File: config.mk
export PLATFORM = sky130hd
export DESIGN_NAME = bcd_serial_addsub_ctrl_flat
export DESIGN_NICKNAME = d
export VERILOG_FILES = /design/src/rtl/bcd_pkg.sv /design/src/rtl/bcd_serial_addsub_ctrl_if.sv /design/src/rtl/bcd_digit_addsub.sv /design/src/rtl/bcd_serial_addsub_ctrl.sv /design/src/flat_wrapper.sv
export SDC_FILE = /design/constraint.sdc
export NUM_CORES = 1
export LEC_CHECK = 0
export ABC_AREA = 1
export CORE_ASPECT_RATIO = 1.4
export CORE_UTILIZATION = 50
export DETAILED_ROUTE_END_ITERATION = 7
export PLACE_DENSITY_LB_ADDON = 0.2
export SLEW_MARGIN = 20
export SYNTH_ARGS = -nofsm -noshare
export SYNTH_HDL_FRONTEND = slang
export SYNTH_SLANG_ARGS = --single-unit
File: constraint.sdc
create_clock -name clk -period 3.1 [get_ports clk]
set_input_delay 0.62 -clock clk [delete_from_list [all_inputs] [get_ports clk]]
set_output_delay 0.62 -clock clk [all_outputs]
set_load 0.05 [all_outputs]
File: src/rtl/bcd_pkg.sv
// Shared definitions for the serial BCD add/subtract path: digit constants and sequencer states.
package bcd_pkg;

   localparam int          DIGIT_W  = 4;
   localparam logic [3:0]  BCD_NINE = 4'd9;
   localparam logic [3:0]  BCD_SIX  = 4'd6;

   typedef enum logic [1:0] {
      IDLE = 2'd0,
      RUN  = 2'd1,
      DONE = 2'd2
   } state_e;

endpackage

File: src/rtl/bcd_serial_addsub_ctrl_if.sv
// Operand/result bus between the BCD operand registers, the serial sequencer and the result bus.
interface bcd_serial_addsub_ctrl_if #(
   parameter int DIGITS = 4
);
   logic                  start;
   logic                  mode;
   logic [4*DIGITS-1:0]   a;
   logic [4*DIGITS-1:0]   b;
   logic                  busy;
   logic                  done;
   logic [4*DIGITS-1:0]   result;
   logic                  carry_out;
   logic                  err;

   modport master (
      output start, mode, a, b,
      input  busy, done, result, carry_out, err
   );

   modport slave (
      input  start, mode, a, b,
      output busy, done, result, carry_out, err
   );
endinterface

File: src/rtl/bcd_digit_addsub.sv
// Single-digit BCD add/subtract cell: optional 9's complement of b_d, then decimal +6 correction.
module bcd_digit_addsub
   import bcd_pkg::*;
(
   input  logic [DIGIT_W-1:0] a_d,
   input  logic [DIGIT_W-1:0] b_d,
   input  logic               mode,
   input  logic               cin,
   output logic [DIGIT_W-1:0] d,
   output logic               cout
);

   logic [DIGIT_W-1:0] b_eff;
   logic [DIGIT_W:0]   sum;

   always_comb begin
      b_eff = mode ? (BCD_NINE - b_d) : b_d;
      sum   = {1'b0, a_d} + {1'b0, b_eff} + {{DIGIT_W{1'b0}}, cin};
      if (sum > 5'd9) begin
         d    = sum[DIGIT_W-1:0] + BCD_SIX;
         cout = 1'b1;
      end else begin
         d    = sum[DIGIT_W-1:0];
         cout = 1'b0;
      end
   end

endmodule

File: src/rtl/bcd_serial_addsub_ctrl.sv
// Digit-serial BCD add/subtract sequencer, LSD first, one digit per clock.
// Optional digit-validity flag on err is built when BCD_ERR_CHECK_EN is defined.
//
// state | meaning
// IDLE  | waiting for start, result/carry_out held
// RUN   | one digit pair consumed per clock
// DONE  | single-cycle done pulse; start accepted here too
module bcd_serial_addsub_ctrl
   import bcd_pkg::*;
#(
   parameter int DIGITS = 4
) (
   input  logic                      clk,
   input  logic                      rst,
   bcd_serial_addsub_ctrl_if.slave   bus
);

   localparam int                 W        = DIGIT_W * DIGITS;
   localparam int                 IDX_W    = $clog2(DIGITS);
   localparam logic [IDX_W-1:0]   IDX_LAST = IDX_W'(DIGITS - 1);

   state_e             state_q, state_d;
   logic [IDX_W-1:0]   idx_q, idx_d;
   logic [W-1:0]       a_sh_q, a_sh_d;
   logic [W-1:0]       b_sh_q, b_sh_d;
   logic [W-1:0]       res_q, res_d;
   logic               mode_q, mode_d;
   logic               carry_q, carry_d;
   logic               carry_out_q, carry_out_d;

   logic               accept;
   logic               last_digit;
   logic [DIGIT_W-1:0] dig;
   logic               dig_cout;

   bcd_digit_addsub u_digit (
      .a_d  (a_sh_q[DIGIT_W-1:0]),
      .b_d  (b_sh_q[DIGIT_W-1:0]),
      .mode (mode_q),
      .cin  (carry_q),
      .d    (dig),
      .cout (dig_cout)
   );

   assign accept     = bus.start && (state_q != RUN);
   assign last_digit = (idx_q == IDX_LAST);

   always_ff @(posedge clk or posedge rst) begin
      if (rst) begin
         state_q     <= IDLE;
         idx_q       <= '0;
         a_sh_q      <= '0;
         b_sh_q      <= '0;
         res_q       <= '0;
         mode_q      <= 1'b0;
         carry_q     <= 1'b0;
         carry_out_q <= 1'b0;
      end else begin
         state_q     <= state_d;
         idx_q       <= idx_d;
         a_sh_q      <= a_sh_d;
         b_sh_q      <= b_sh_d;
         res_q       <= res_d;
         mode_q      <= mode_d;
         carry_q     <= carry_d;
         carry_out_q <= carry_out_d;
      end
   end

   always_comb begin
      state_d = state_q;
      case (state_q)
         IDLE:    if (bus.start) state_d = RUN;
         RUN:     if (last_digit) state_d = DONE;
         DONE:    state_d = bus.start ? RUN : IDLE;
         default: state_d = IDLE;
      endcase
   end

   // Carry register is preloaded with mode so subtraction gets its +1 on the first digit.
   always_comb begin
      idx_d       = idx_q;
      a_sh_d      = a_sh_q;
      b_sh_d      = b_sh_q;
      res_d       = res_q;
      mode_d      = mode_q;
      carry_d     = carry_q;
      carry_out_d = carry_out_q;
      if (accept) begin
         idx_d   = '0;
         a_sh_d  = bus.a;
         b_sh_d  = bus.b;
         mode_d  = bus.mode;
         carry_d = bus.mode;
      end else if (state_q == RUN) begin
         idx_d   = idx_q + IDX_W'(1);
         a_sh_d  = {{DIGIT_W{1'b0}}, a_sh_q[W-1:DIGIT_W]};
         b_sh_d  = {{DIGIT_W{1'b0}}, b_sh_q[W-1:DIGIT_W]};
         res_d   = {dig, res_q[W-1:DIGIT_W]};
         carry_d = dig_cout;
         if (last_digit) carry_out_d = dig_cout;
      end
   end

   always_comb begin
      bus.busy      = (state_q == RUN);
      bus.done      = (state_q == DONE);
      bus.result    = res_q;
      bus.carry_out = carry_out_q;
   end

`ifdef BCD_ERR_CHECK_EN
   logic err_q, err_d;

   function automatic logic has_bad_digit(input logic [W-1:0] v);
      logic bad;
      bad = 1'b0;
      for (int i = 0; i < DIGITS; i++) begin
         if (v[i*DIGIT_W +: DIGIT_W] > BCD_NINE) bad = 1'b1;
      end
      return bad;
   endfunction

   always_comb begin
      err_d = err_q;
      if (accept) err_d = has_bad_digit(bus.a) || has_bad_digit(bus.b);
   end

   always_ff @(posedge clk or posedge rst) begin
      if (rst) err_q <= 1'b0;
      else     err_q <= err_d;
   end

   assign bus.err = err_q;
`else
   assign bus.err = 1'b0;
`endif

endmodule

File: src/flat_wrapper.sv
// flat-port wrapper written by rule: the top's interface ports become plain ports
module bcd_serial_addsub_ctrl_flat import bcd_pkg::*;
#(
   parameter int DIGITS = 4
)
  (clk, rst, bus_start, bus_mode, bus_a, bus_b, bus_busy, bus_done, bus_result, bus_carry_out, bus_err);
  bcd_serial_addsub_ctrl_if #(.DIGITS(DIGITS)) bus_i ();
  input  logic clk;
  input  logic rst;
  input wire logic [$bits(bus_i.start)-1:0] bus_start;
  input wire logic [$bits(bus_i.mode)-1:0] bus_mode;
  input wire logic [$bits(bus_i.a)-1:0] bus_a;
  input wire logic [$bits(bus_i.b)-1:0] bus_b;
  output wire logic [$bits(bus_i.busy)-1:0] bus_busy;
  output wire logic [$bits(bus_i.done)-1:0] bus_done;
  output wire logic [$bits(bus_i.result)-1:0] bus_result;
  output wire logic [$bits(bus_i.carry_out)-1:0] bus_carry_out;
  output wire logic [$bits(bus_i.err)-1:0] bus_err;
  assign bus_i.start = bus_start;
  assign bus_i.mode = bus_mode;
  assign bus_i.a = bus_a;
  assign bus_i.b = bus_b;
  assign bus_busy = bus_i.busy;
  assign bus_done = bus_i.done;
  assign bus_result = bus_i.result;
  assign bus_carry_out = bus_i.carry_out;
  assign bus_err = bus_i.err;
  bcd_serial_addsub_ctrl #(.DIGITS(DIGITS)) u_core (.clk(clk), .rst(rst), .bus(bus_i));
endmodule
==> results of run 1 <==
==> cells by family (layout without fill, tap and decap cells) <==
group | after synthesis | after routing | share of synthesized area (%)
AO/OA/AOI/OAI | 39 | 39 | 11.71
XOR/XNOR | 2 | 2 | 0.6745
adder cells (fa/ha/maj) | 8 | 8 | 4.432
buffers and inverters | 53 | 105 | 8.526
flip-flops | 55 | 55 | 52.99
multiplexers | 1 | 1 | 0.5779
other | 1 | 1 | 0.1444
AND/OR/NAND/NOR | 130 | 130 | 20.95
==> power groups by stage <==
stage	logic [µW]	clock network [µW]	registers (µW)
after CTS	2420	393	1200
after detailed placement	2410	0	1210
after global placement	2360	0	1200
final	2400	380	1200
after floorplan	1540	0	1530
after global routing	2710	415	1240
==> Yosys cell counts, types with 4 or more instances <==
| cell | n |
|---|---|
| buf_2 | 9 |
| dfrtp_1 | 55 |
| ha_1 | 6 |
| inv_1 | 38 |
| nand2_1 | 104 |
| nand2_2 | 4 |
| nand3_1 | 14 |
| nor2_1 | 4 |
| o211ai_1 | 6 |
| o21ai_0 | 11 |
| o221ai_1 | 16 |
==> routing by layer <==
| metal | vias to the layer above | share of wire [%] |
|---|---|---|
| met5 | - | 0 |
| met4 | 0 | 2.1 |
| met3 | 11 | 3.5 |
| met2 | 53 | 52 |
| met1 | 959 | 42 |
| li1 | 1020 | - |
==> worst paths after layout <==
path                                      startpoint                   end  slack [ps]  cells past startpoint
worst max-delay path                   u_core.mode_q  u_core.bus.carry_out         580                     11
worst min-delay path            u_core.bus.result[1]  u_core.bus.result[1]         490                      2
worst max register to register         u_core.mode_q  u_core.bus.carry_out         580                     11
worst min register to register  u_core.bus.result[1]  u_core.bus.result[1]         490                      2
max in group asynchronous                        rst      u_core.b_sh_q[2]        1840                      3
min in group asynchronous                        rst  u_core.bus.result[0]         810                      3
==> cell type report <==
cell class | count | area [µm²]
fill | 426 | 1665
sequential | 55 | 1376
multi-input combinational | 181 | 999.7
timing repair buffer | 57 | 560.5
inverter | 40 | 150.1
tap | 64 | 80.08
clock buffer | 6 | 72.57
clock inverter | 2 | 12.51
==> through the flow <==
step	area, µm²	util (%)
CTS	3252	66.13
floorplan	2597	-
finish	3252	66.13
global route	3252	66.13
global placement	3167	64.40
detailed placement	3167	64.40
==> state kept, by name (all words and copies together), names as in the netlist <==
| name | flops |
|---|---|
| u_core.state_q | 2 |
| u_core.a_sh_q | 16 |
| u_core.idx_q | 2 |
| u_core.carry_q | 1 |
| u_core.mode_q | 1 |
| u_core.b_sh_q | 16 |
| u_core.bus.carry_out | 1 |
| u_core.bus.result | 16 |
==> placed cells by master, fill, tap and decap left out <==
cell type / n
nand2_1: 104
dfrtp_1: 55
clkdlybuf4s50_1: 53
inv_1: 37
o221ai_1: 16
nand3_1: 14
o21ai_0: 11
o211ai_1: 6
ha_1: 6
clkbuf_8: 5
nand2_2: 4
nor2_1: 4
buf_4: 4
inv_2: 3
a22o_1: 2
nand2_4: 2
fa_1: 2
nor2_4: 1
a21oi_1: 1
nand3_2: 1
a21boi_4: 1
a21oi_4: 1
mux2_4: 1
xor2_1: 1
xnor2_1: 1
o22ai_1: 1
conb_1: 1
clkinv_2: 1
clkinvlp_4: 1
clkbuf_1: 1
==> critical path, delay by kind of cell, from the launching register on <==
kind            cells  cell delay, ps
mux                 1             260
simple gates        3             210
fa+ha+maj           3             990
compound gates      1             140
flops               1             430
buf+inv             2             220
xor+xnor            1             150
==> impl_metrics.csv, run 1 <==
group,metric,value,unit
power,p_comb_share,60.3,%
logic_synthesis,yosys_warnings,0,
logic_synthesis,synth_area_leader_cell,"dfrtp_1",
drt,drc_errors,0,
timing,setup_viol,0,
critical_path,end_kind,"flip-flop",
timing,rsz0062_at_grt,"no",
timing,whs,485.0,ps
place,place.gp.congestion,0.8092,
place,portBuffers,54,
clock_tree,cts-root-buf,"clkbuf_8",
critical_path,crit_arrival,2720,ps
grt,grt_pass1_wl,8556,µm
floorplanning,initial_core_util,52.82,%
timing,clock_skew,9.830,ps
power,leakagePower,0.001550,µW
power,p_sw_share,48.10,%
floorplanning,fp-row-count,30,
clock_tree,cts_hold_buf,0,
timing,timing.final.ws_setup,575.9,ps
clock_tree,clock-sinks,55,
critical_path,cp_slowest_stage_delay,430,ps
clock_tree,htreeDepth,2,
power,p_switching,1912,µW
logic_synthesis,synth_top_area_share,52.99,%
outcome,status,"finished clean",
critical_path,start_kind,"flip-flop",
place,hpwl,3345,µm
min_path,min_path_type,"flip-flop to flip-flop",
place,dp_cells,397,
power,power,3976,µW
grt,grt.met3_usage,4.188,%
clock_tree,postCtsSetupBuffers,0,
drt,vias_per_cell,5.044,
floorplanning,io-pin-count,56,
power,pwr-share-clk,9.6,%
critical_path,crit_type,"flip-flop to flip-flop",
grt,grt-ovfl-total,0,
timing,fin_crit_sh,81.42,%
critical_path,cp_slowest_cell,"dfrtp_1",
grt,met1_usage,23.56,%
grt,busiest_layer,"met2",
place,place_ws,594.8,ps
drt,via_count,2043,
drt,drtAntennaViolNets,0,
logic_synthesis,seq_area_frac_synth,52.99,%
layout,finalNetCount,384,
power,ir_drop,0.5401,mV
timing,slew_violations,0,
critical_path,path_cells,"xnor2_1 -> fa_1 -> inv_1 -> fa_1 -> inv_1 -> ha_1 -> nand2_1 -> a21boi_4 -> nand2_4 -> nand2_4 -> mux2_4",
logic_synthesis,synth_cell_type_count,28,
power,seqPwrFrac,30.1,%
clock_tree,cts_tree,"done",
layout,synthToLayoutAreaGrowth,25.19,%
layout,n_antenna_cell,0,
drt,routed_wl,4670,µm
grt,grt_max_degree,56,
timing,fin_setup_tns,0,ps
logic_synthesis,syn_nets,333,
timing,tightest_slew,670.4,ps
power,p_per_area,1223,nW/µm²
logic_synthesis,synthArstFlopShare,100.0,%
clock_tree,clock_latency,310,ps
critical_path,worst-path-max-fanout,5,
clock_tree,ctsResizeCount,0,
clock_tree,cts_inserted_buffers,5,
logic_synthesis,synth-edff-count,0,
timing,slew_headroom,55.30,%
critical_path,cp.required,3290,ps
floorplanning,fp.dieH,87.28,µm
floorplanning,dieArea,5491,µm²
layout,layout-drive-gt1-share,7.331,%
floorplanning,coreArea,4917,µm²
timing,hold_violations,0,
timing,max_freq,0.3962,GHz
floorplanning,die_x,62.92,µm
flow_run,cap_violations,0,
logic_synthesis,synth_ff_type,"dfrtp_1",
logic_synthesis,synthCells,289,
drt,wl_per_cell,11.53,µm
logic_synthesis,netlist_area,2597,µm²
logic_synthesis,netlist_top_cells_area,"dfrtp_1, nand2_1, inv_1",
grt,grt_util_met2,35.19,%
grt,antenna_found_initial,0,
clock_tree,cts_buffer_depth,2,
logic_synthesis,ys_seq_elements,55,
logic_synthesis,synth_area_per_cell,8.988,µm²
layout,final_cells,405,
drt,drt_iter0_markers,97,
power,p_int,2064,µW
timing,min_period,2524,ps
clock_tree,clkTransAtPathRegs,100,ps
grt,grt.total_usage,19.82,%
drt,first_pass_iters,4,
grt,grt_pass1_vias,1993,
No activity file was read; power rests on OpenSTA's default activity.
==> run 2, diff against run 1 <==
--- a/config.mk
+++ b/config.mk
@@ -7,7 +7,7 @@
 export LEC_CHECK = 0
 export ABC_AREA = 1
 export CORE_ASPECT_RATIO = 1.4
-export CORE_UTILIZATION = 50
+export CORE_UTILIZATION = 46
 export DETAILED_ROUTE_END_ITERATION = 7
 export PLACE_DENSITY_LB_ADDON = 0.2
 export SLEW_MARGIN = 20
==> constraint.sdc (replaced) <==
create_clock -name clk -period 2.2 [get_ports clk]
set_input_delay 0.44 -clock clk [delete_from_list [all_inputs] [get_ports clk]]
set_output_delay 0.44 -clock clk [all_outputs]
set_load 0.05 [all_outputs]
==> impl_metrics.csv, run 2 (same netlist as run 1, synthesis figures left out) <==
group,metric,value,unit
floorplanning,fp.dieH,90.91,µm
outcome,failed_checks,"setup timing",
place,place.gp.congestion,0.7674,
drt,vias_per_cell,4.979,
grt,grt.met3_usage,3.662,%
drt,via_count,2116,
clock_tree,cts_tree,"done",
layout,finalNetCount,401,
timing,hold_violations,0,
power,ir_drop,0.8162,mV
grt,grt-ovfl-total,0,
place,hpwl,3840,µm
floorplanning,io-pin-count,56,
grt,grt.total_usage,19.87,%
grt,met1_usage,25.19,%
grt,grt_max_degree,33,
critical_path,cp.required,2400,ps
drt,drtAntennaViolNets,0,
timing,setup_viol,5,
drt,first_pass_iters,4,
critical_path,crit_arrival,2530,ps
floorplanning,initial_core_util,47.35,%
layout,layout-drive-gt1-share,14.29,%
timing,max_freq,0.4289,GHz
layout,final_common_cell,"nand2_1",
min_path,min_path_type,"flip-flop to flip-flop",
floorplanning,dieArea,5956,µm²
drt,drt_iter0_markers,105,
grt,grt_pass1_vias,2027,
outcome,status,"complete, but fails checks",
layout,synthToLayoutAreaGrowth,32.80,%
timing,timing.final.ws_setup,-131.7,ps
grt,busiest_layer,"met2",
layout,n_antenna_cell,0,
clock_tree,cts_buffer_depth,2,
power,p_per_area,1853,nW/µm²
drt,wl_per_cell,12.34,µm
layout,final_cell_mix,"nand2_1, dfrtp_1, clkdlybuf4s50_1, inv_1, buf_4",
floorplanning,die_x,65.51,µm
grt,grt_util_met2,33.16,%
grt,grt_pass1_wl,9135,µm
clock_tree,clock_latency,300,ps
floorplanning,coreArea,5485,µm²
timing,fin_crit_sh,106.0,%
critical_path,end_kind,"flip-flop",
critical_path,crit_type,"flip-flop to flip-flop",
place,postPlaceCellArea,3292,µm²
timing,clock_skew,10.33,ps
clock_tree,cts-root-buf,"clkbuf_8",
critical_path,ff2ff_setup_slack,-130,ps
clock_tree,cts_hold_buf,0,
place,portBuffers,54,
flow_run,cap_violations,0,
clock_tree,htreeDepth,2,
clock_tree,clkTransAtPathRegs,100,ps
power,leakagePower,0.001649,µW
clock_tree,cts_inserted_buffers,5,
power,power,6393,µW
timing,slew_violations,0,
drt,routed_wl,5245,µm
timing,rsz0062_at_grt,"yes",
critical_path,start_kind,"flip-flop",
floorplanning,fp-row-count,32,
timing,fin_setup_tns,-441.7,ps
layout,postLayoutCellArea,3450,µm²
critical_path,worst-path-max-fanout,5,
clock_tree,clock-sinks,55,
grt,antenna_found_initial,0,
timing,min_period,2332,ps
drt,drc_errors,0,
-- run 2: timing repair --
item	4_1_cts	5_1_grt
cloned	0	0
gates resized for setup	5	2
setup buffers	3	2
pin swaps	1	1
setup endpoints to repair	5	5
-- run 2: cell type report --
type,count,area (µm²)
Multi-Input combinational cell,181,1033
Clock inverter,1,8.758
Inverter,40,150.1
Sequential cell,55,1376
Tap cell,68,85.08
Fill cell,500,2036
Clock buffer,6,82.58
Timing Repair Buffer,74,713.2
-- run 2: where the power goes --
group	internal (µW)	switching, µW	total, µW
registers	1460	242	1700
logic	1720	2410	4130
clock network	254	309	562
total	3440	2960	6390
-- run 2: worst paths after layout --
path / startpoint / to / cells past startpoint
min in group asynchronous: rst / u_core.bus.result[4] / 3
max: u_core.b_sh_q[0] / u_core.bus.carry_out / 11
min: u_core.bus.result[0] / u_core.bus.result[0] / 2
max reg2reg: u_core.b_sh_q[0] / u_core.bus.carry_out / 11
max in group asynchronous: rst / u_core.b_sh_q[1] / 3
min reg2reg: u_core.bus.result[0] / u_core.bus.result[0] / 2
-- run 2: critical path, cell delays in order (launching register included) --
cell and delay, ps:
dfrtp_1 420, xnor2_2 150, fa_2 350, inv_2 70
fa_2 440, inv_2 90, ha_4 130, nand2_2 40
a21boi_4 140, nand2_4 80, nand2_4 70, mux2_4 260
-- run 2: routing by layer --
layer / share of wire, % / vias up
met2: 52 / 54
met1: 43 / 998
li1: - / 1054
met5: 0 / -
met3: 2.9 / 10
met4: 2.2 / 0
-- run 2: per-stage QoR --
step           util, %  setup slack (ps)  hold slack (ps)  instances
3_3_place_gp     60.01            -63.27            463.4        413
4_1_cts          62.50            -112.1            496.6        423
2_1_floorplan        -            -113.8            452.4        289
6_report         62.89            -131.7            494.2        425
5_1_grt          62.89            -231.4            520.1        425
3_5_place_dp     60.01            -132.7            472.1        413
==> RTL change (flow settings as in run 2) <==
Build with the macro `BCD_ERR_CHECK_EN` defined.
--- a/src/rtl/bcd_serial_addsub_ctrl.sv
+++ b/src/rtl/bcd_serial_addsub_ctrl.sv
@@ -6,4 +6,6 @@
 // RUN   | one digit pair consumed per clock
 // DONE  | single-cycle done pulse; start accepted here too
+`define BCD_ERR_CHECK_EN
+
 module bcd_serial_addsub_ctrl
    import bcd_pkg::*;
Formal check against the unedited RTL: not equivalent (a bounded check fails within 4 cycles, from zero or initial values and one cycle with rst high).
==> RTL change against run 2 <==
The run still ends with setup timing left; non-clock buffer count is 2 higher; routed wire length is 10% higher; worst setup slack worse by 37 ps; sequential cell count is 1 higher; synthesized area is 3.4% higher; utilization is 1.5 points higher; power is 2.4% higher; final area is 3.9% higher; die area is 3.3% higher.
==> RTL change: results (changes against run 2) <==
* Comb power at 4.26 mW (+3%)
* Hold Crit Endpoint: u_core.bus.result[1]
* Total power at 6.550 mW (+2.4%)
* Mapped Cells at 304 (+5.2%)
* Synth Area in Compound Gates at 13.14% (+1.4 points)
* Share of cells above drive strength 1 at 15.69% (+1.4 points)
* Final worst slack at -168.9 ps (-37.16 ps)
* Worst Setup Slack post-DPL at -132.5 ps (+0.2620 ps)
* Largest net degree at the start of global routing at 57 (+73%)
* Post-Synth Adder-Cell Area at 4.287% (-0.14 points)
* I/O Buffers at 55 (+1.9%)
* Hold path start: u_core.bus.result[1]
* Post-synth top cells: nand2_1 (104), dfrtp_1 (56), inv_1 (36)
* Seq pwr share at 26.1% (-0.5 points)
* Global-route wire length before repair at 9.832 mm (+7.6%)
* Post-synth top area share at 52.19% (-0.80 points)
* Worst r2r dst: u_core.bus.carry_out
* M1 wire length at 2.431 mm (+7.3%)
* Vias in the first global route at 2219 (+9.5%)
* Hold path depth at 2 (unchanged)
* Hold slack at 482.6 ps (-11.63 ps)
* Status: finished, violations left
* Final Setup Violations at 5 (unchanged)
* Post-Synth XOR/XNOR Area at 0.6524% (-0.022 points)
* Sequential fraction of the synthesis area at 52.19% (-0.80 points)
* Crit path max fanout at 4 (-1)
* Synth area leaders: dfrtp_1 (52%), nand2_1 (15%), inv_1 (5.0%)
* Met3 Wirelength at 168 um (+9.1%)
* Finished Layout Cells at 444 (+4.5%)
* Initial drt markers at 108 (+2.9%)
* GRT met3 Usage at 3.695% (+0.033 points)
* Routed WL at 5.792 mm (+10%)
* Met2 Use GR at 37.71% (+4.5 points)
* Failing checks: setup timing
* Detailed placer's ending HPWL at 4.103 mm (+6.9%)
* Worst EP arrival at 2580 ps (+50 ps)
* Gr usage total at 21.09% (+1.2 points)
* Worst r2r src: u_core.b_sh_q[0]
* Delay-heaviest family, CP: adder cells
* Setup Skew at 8.069 ps (-2.264 ps)
* Setup TNS at -694.1 ps (-252.4 ps)
* Layout net count at 419 (+4.5%)
* Mux cell area share after synthesis at 0.5592% (-0.019 points)
* Placed insts at 432 (+4.6%)
* Post-DP Area at 0.003415 sq mm (+3.7%)
* Global placer's final weighted congestion at 0.8267 (+7.7%)
* WL met2 at 3.088 mm (+14%)
* Power Internal at 3.511 mW (+2.2%)
* Syn Nets at 348 (+4.5%)
* Peak VDD IR at 710.5 uV (-13%)
* Via count at 2272 (+7.4%)
* GR Layer Usage met1 at 24.60% (-0.59 points)
[RTL change: area by class of cell]
| class | count | area, sq um |
|---|---|---|
| Clock inverter | 2 | 10.01 |
| Sequential cell | 56 | 1401 |
| Clock buffer | 6 | 82.58 |
| Multi-Input combinational cell | 196 | 1109 |
| Fill cell | 508 | 1981 |
| Timing Repair Buffer | 76 | 747.0 |
| Tap cell | 68 | 85.08 |
| Inverter | 40 | 150.1 |
[RTL change: worst max path at each step]
stage	end	slack [ps]	depth (start not counted)
detailed placement	u_core.bus.carry_out	-130	13
global placement	u_core.bus.carry_out	-80	11
floorplan	u_core.bus.carry_out	-150	11
CTS	u_core.bus.carry_out	-140	11
global route	u_core.bus.result[15]	-260	14
finish	u_core.bus.carry_out	-170	11
[RTL change: timing repair]
action,in CTS,in global routing
endpoints found under the hold margin,0,0
pin swaps,4,5
setup endpoints to repair,5,5
resized for setup,8,5
buffers inserted,3,1
